`src/rtl/bit_serial_adder_4b.sv`:
```
// -----------------------------------------------------------------------------
// bit_serial_adder_4b
//   Adds two WIDTH-bit unsigned operands one bit per clock, LSB first, using a
//   single full adder and a carry flip-flop. load captures A/B, start launches
//   the serial add, and WIDTH cycles later the result appears on sum with done
//   high. The carry out of the MSB is discarded (result is mod 2^WIDTH).
//
// Ports
//   clk    in   1      rising-edge clock
//   rst_n  in   1      asynchronous active-low reset
//   load   in   1      capture A,B into operand registers (wins over start)
//   start  in   1      begin serial addition of the held operands
//   A      in   WIDTH  operand A, unsigned
//   B      in   WIDTH  operand B, unsigned
//   sum    out  WIDTH  registered result, (A+B) mod 2^WIDTH
//   done   out  1      result valid; held until next load/start/reset
// -----------------------------------------------------------------------------
module bit_serial_adder_4b #(
    parameter int WIDTH = 4   // must be >= 2
) (
    input  logic             clk,
    input  logic             rst_n,
    input  logic             load,
    input  logic             start,
    input  logic [WIDTH-1:0] A,
    input  logic [WIDTH-1:0] B,
    output logic [WIDTH-1:0] sum,
    output logic             done
);

    localparam logic [1:0] S_IDLE   = 2'd0;
    localparam logic [1:0] S_LOADED = 2'd1;
    localparam logic [1:0] S_RUN    = 2'd2;
    localparam logic [1:0] S_DONE   = 2'd3;

    localparam int              CNT_W    = $clog2(WIDTH + 1);
    localparam logic [CNT_W-1:0] LAST_BIT = CNT_W'(WIDTH - 1);

    logic [1:0]       state;
    logic [WIDTH-1:0] op_a;
    logic [WIDTH-1:0] op_b;
    logic [WIDTH-1:0] a_sh;
    logic [WIDTH-1:0] b_sh;
    logic [WIDTH-1:0] res_sh;
    logic             carry;
    logic [CNT_W-1:0] count;

    // Full adder on the current LSBs plus the next value of the result shift
    // register (new bit enters at the MSB so the LSB-first stream lands in order).
    logic             bit_s;
    logic             carry_nxt;
    logic [WIDTH-1:0] res_nxt;

    always_comb begin
        // NOTE: every output of an always_comb gets a value on every path
        // (defaults first) so no latch is inferred.
        bit_s     = a_sh[0] ^ b_sh[0] ^ carry;
        carry_nxt = (a_sh[0] & b_sh[0]) | (a_sh[0] & carry) | (b_sh[0] & carry);
        res_nxt   = res_sh >> 1;
        res_nxt[WIDTH-1] = bit_s;
    end

    // NOTE: sequential state uses non-blocking assignments so every register
    // samples pre-edge values, matching the hardware regardless of statement order.
    always_ff @(posedge clk or negedge rst_n) begin
        if (!rst_n) begin
            state  <= S_IDLE;
            op_a   <= '0;
            op_b   <= '0;
            a_sh   <= '0;
            b_sh   <= '0;
            res_sh <= '0;
            carry  <= 1'b0;
            count  <= '0;
            sum    <= '0;
            done   <= 1'b0;
        end else if (load) begin
            // Load wins over start and aborts any add in flight.
            op_a   <= A;
            op_b   <= B;
            carry  <= 1'b0;
            count  <= '0;
            sum    <= '0;
            done   <= 1'b0;
            state  <= S_LOADED;
        end else begin
            case (state)
                S_LOADED, S_DONE: begin
                    // Start from DONE re-adds the operands still held.
                    if (start) begin
                        a_sh   <= op_a;
                        b_sh   <= op_b;
                        res_sh <= '0;
                        carry  <= 1'b0;
                        count  <= '0;
                        done   <= 1'b0;
                        state  <= S_RUN;
                    end
                end
                S_RUN: begin
                    a_sh   <= a_sh >> 1;
                    b_sh   <= b_sh >> 1;
                    res_sh <= res_nxt;
                    carry  <= carry_nxt;
                    count  <= count + CNT_W'(1);
                    if (count == LAST_BIT) begin
                        // Final carry is dropped: wrap-around result.
                        sum   <= res_nxt;
                        done  <= 1'b1;
                        state <= S_DONE;
                    end
                end
                default: ;  // S_IDLE: start without loaded operands is ignored
            endcase
        end
    end

endmodule

```
`config.mk`:
```
export PLATFORM = sky130hd
export DESIGN_NAME = bit_serial_adder_4b
export DESIGN_NICKNAME = d
export VERILOG_FILES = /design/src/rtl/bit_serial_adder_4b.sv
export SDC_FILE = /design/constraint.sdc
export NUM_CORES = 1
export LEC_CHECK = 0
export CAP_MARGIN = 15
export CORE_ASPECT_RATIO = 1.1
export CORE_MARGIN = 2
export CORE_UTILIZATION = 58
export DETAILED_ROUTE_END_ITERATION = 6
export PLACE_DENSITY = 0.91
export REMOVE_ABC_BUFFERS = 1
export SLEW_MARGIN = 20
export SYNTH_ARGS = -nofsm -noshare
export SYNTH_HDL_FRONTEND = slang
export SYNTH_SLANG_ARGS = --single-unit
```
`constraint.sdc`:
```
create_clock -name clk -period 3.23 [get_ports clk]
set_input_delay 0.646 -clock clk [delete_from_list [all_inputs] [get_ports clk]]
set_output_delay 0.646 -clock clk [all_outputs]
set_load 0.02 [all_outputs]
```
* After elaboration in Yosys (flattened, before gate mapping)
Index checks and enable logic that the tools add are counted.
** Word-level totals
- Word-level logic and storage cells :: 57
- Register bits after elaboration :: 31
** Cells by class
- Reductions and logical operators :: 9
- Eq/ne operators :: 7
- Muxes and demuxes :: 22
- Bitwise gates (word level) :: 8
- $add $sub $neg :: 1
** Operators with widths (number)
- two-way mux 4 bit :: 6
- one-hot mux 4 bit (2 select lines) :: 3
- two-way mux 2 bit :: 3
- two-way mux 3 bit :: 2
- != test 3 bit (second input constant) :: 2
- one-hot mux 3 bit (2 select lines) :: 1
- AND reduction 3 bit :: 2
- nonzero test 2 bit :: 3
- equality test 2 bit (second input constant) :: 2
- two-way mux 1 bit :: 4
- one-hot mux 1 bit (2 select lines) :: 2
- one-hot mux 2 bit (2 select lines) :: 1
- AND reduction 2 bit :: 2
- adder 3 x 1 -> 3 bit (second input constant) :: 1
- AND 1 bit :: 3
- equality test 3 x 2 -> 1 bit (second input constant) :: 1
- nonzero test 3 bit :: 1
- equality test 2 x 1 -> 1 bit (second input constant) :: 1
- != test 2 bit (second input constant) :: 1
- OR 1 bit :: 2
- OR reduction 2 bit :: 1
- bitwise XOR 1 bit :: 2
- NOT 1 bit :: 1

* Longest topological paths before layout
- Word-level depth :: 5
- Depth in mapped cells :: 5
- Mapped depth without buffers :: 5

* Least setup slack after synthesis
No wires, ideal clock.
- Path type :: input -> register
- Start point :: input load
- End point :: register op_a[0]
- Setup slack :: 1.799 ns
- Required time :: 3.105 ns
- Library setup time :: 0.125 ns
- Data arrival time :: 1.306 ns
- Stages on the path :: 3
- Path through :: buf_2 buf_4 mux2_2
** RTL lines
- from (decl) :: line 23 : input logic load,
- to (signal assigned) :: line 68 : op_a <= '0;
- to (signal assigned) :: line 79 : op_a <= A;
- to (decl) :: line 40 : logic [WIDTH-1:0] op_a;
No word-level cell between the ends.

* Worst setup path in the final report
- Start point :: register done
- End point :: output done
** RTL lines
- from (decl) :: line 28 : output logic done
- from (signal assigned) :: line 76 : done <= 1'b0;
- from (signal assigned) :: line 84 : done <= 1'b0;
- from (signal assigned) :: line 96 : done <= 1'b0;
No word-level cell between the ends.

==> results.yml <==
timing:
  setup_viol: 0
  setup_ws_ns: 1.28
  timing.slew.headroom_pct: 64.6
  max_freq_ghz: 0.513
  setup_tns_ns: 0
  hold_violations: 0
  clock_skew_ns: 0.0124
  rsz0062_at_grt: "no"
  slew_viol_final: 0
  tightest_slew_ns: 0.529
  fin_crit_ns: 1.95
  finalCritPeriodShare_pct: 60.3
global_route:
  use_met3_pct: 7.26
  met2_usage_pct: 37.5
  overflow: 0
  grt_pass1_wl_um: 4130
  grt_pass1_vias: 950
  antenna_found_initial: 0
  met1_usage_pct: 24.4
  grt_busiest_layer: "met2"
  grt_max_degree: 31
  grtUsageTotal_pct: 21.1
clock_network:
  path_clk_slew_ns: 0.09
  htreeDepth: 2
  cts_tree: "yes"
  clk_path_buf_depth: 2
  cts_hold_buf: 0
  clock_latency_ns: 0.32
  numCtsBuffers: 5
  clkSinkCount: 30
  post_cts_resized: 0
  cts_root_buf: "clkbuf_4"
  post_cts_buffers: 0
cells_and_area:
  fin_nets: 147
  final_cells: 163
  syn2layout_area_growth_pct: 15.7
  n_antenna_cell: 0
  fillers: 169
  fin_area_sq_um: 1600
  drive_above_1_share_pct: 15.0
placed_design:
  port_buffers: 16
  dpl_worst_slack_ns: 1.01
  gp_congestion: 0.753
  dp.cells: 155
  place_area_sq_um: 1540
  hpwl_um: 1690
worst_setup_path:
  critPathKind: "reg2out"
  slowest_stage: "clkdlybuf4s50_1"
  cp_cell_sequence: "clkdlybuf4s50_1"
  worst-path-buf-inv: 1
  end_kind: "output port"
  cpPeakStageDelay_ns: 0.61
  crit_required_ns: 2.58
  worstPathMaxFanout: 2
  path_delay_family: "buffers and inverters"
  crit_path_start_kind: "register"
  crit_arrival_ns: 1.30
detailed_routing:
  ant_nets: 0
  routed_wl_um: 2420
  drt-vias-per-instance: 5.64
  first_pass_iters: 7
  vias: 919
  drt_iter0_markers: 17
  remaining_drc_errors: 0
  wl_per_cell_um: 14.8
synth:
  synth_top_flop_cell: "dfrtp_1"
  syn-cell-area_sq_um: 1380
  yosys-top-cells-count: "dfrtp_1 (30), o21ai_1 (12), mux2i_1 (11), mux2_2 (8), nor2_1 (8)"
  synthArstFlopShare_pct: 100
  ys_top_cells_by_area: "dfrtp_1 (54%), mux2i_1 (8.0%), mux2_2 (6.5%)"
  netlist_instances: 113
  synth_edf_count: 0
  synth-seq-cells: 30
  synth_top_area_share_pct: 54.4
  ys_warn_count: 0
  synth.most_common_cell: "dfrtp_1"
  ys_types: 25
  synth_seq_area_share_pct: 54.4
  synth_top_area_cell: "dfrtp_1"
  syn_avg_cell_area_sq_um: 12.2
floorplan:
  io_pins: 17
  start_util_pct: 61.3
  die_area_sq_um: 2790
  fp.dieH_um: 55.2
  fp.coreArea_sq_um: 2250
  die_w_um: 50.5
  rows: 18
min_path:
  hold_class: "reg2reg"
pwr:
  ir_worst_vdd_uv: 395
  p_leak_nw: 0.738
  power-per-cell-area_nw_per_um2: 497
outcome:
  status: "finished clean"
flow_run:
  cap_violations: 0
-- worst paths after layout --
path	start	to	slack [ns]	depth (start not counted)
min reg2reg	a_sh[1]$_DFFE_PN0P_	a_sh[1]$_DFFE_PN0P_	0.50	2
max reg2reg	state[0]$_DFFE_PN0P_	a_sh[2]$_DFFE_PN0P_	1.76	4
max in group asynchronous	rst_n	a_sh[3]$_DFFE_PN0P_	2.25	2
max	done$_DFFE_PN0P_	done	1.28	1
min	a_sh[1]$_DFFE_PN0P_	a_sh[1]$_DFFE_PN0P_	0.50	2
min in group asynchronous	rst_n	b_sh[2]$_DFFE_PN0P_	0.70	2
-- cells in the final DEF (no fill, tap or decap), drive strengths merged, types with 2 or more instances in the layout --
master and instances:
inv 3, o21ai 12, nor2b 5, a21oi 6, nor2 8, nand2 3
ha 2, clkdlybuf4s50 16, o2bb2ai 3, clkbuf 7, mux2 8, a22o 4
mux2i 11, a22oi 3, buf 3, dfrtp 30
-- flip-flops by register name, summed over array words and instances (netlist names) --
name    cells
a_sh        4
b_sh        4
op_a        4
op_b        4
sum         4
count       3
res_sh      3
state       2
carry       1
done        1
-- layout make-up --
class	count	area (sq um)	area share, %
timing repair buffer	19	183	11.4
tap	30	37.5	2.35
sequential	30	751	47.0
clock buffer	7	55.1	3.45
clock inverter	1	5.00	0.313
multi-input combinational	73	554	34.7
inverter	3	11.3	0.705
-- logic make-up (layout without fill, tap and decap cells) --
| family | count (synthesis) | count (layout) | share of synthesized area (%) |
|---|---|---|---|
| AND/OR/NAND/NOR | 21 | 21 | 8.70 |
| multiplexers | 19 | 19 | 14.5 |
| flip-flops | 30 | 30 | 54.4 |
| adder cells (fa/ha/maj) | 3 | 3 | 3.26 |
| buffers and inverters | 10 | 30 | 5.44 |
| AO/OA/AOI/OAI | 30 | 30 | 13.7 |
-- power by group --
part | internal [mW] | leakage [nW] | total, mW | switching (mW)
logic | 0.0638 | 0.319 | 0.115 | 0.0516
registers | 0.417 | 0.383 | 0.452 | 0.0350
clock network | 0.105 | 0.0353 | 0.227 | 0.121
-- per-layer routing --
layer | vias to the layer above | wire, um
met1 | 458 | 1040
met4 | 0 | 29
met5 | - | 0
met3 | 5 | 102
li1 | 431 | -
met2 | 25 | 1250
-- metrics by stage --
stage               utilization [%]  hold slack (ns)  total power [mW]
floorplan                         -            0.350             0.520
global placement               68.2            0.480             0.565
detailed placement             68.2            0.489             0.575
CTS                            70.9            0.510             0.801
global route                   70.9            0.539             0.838
finish                         70.9            0.505             0.794
Note: power is estimated with default switching activity, not from simulation.
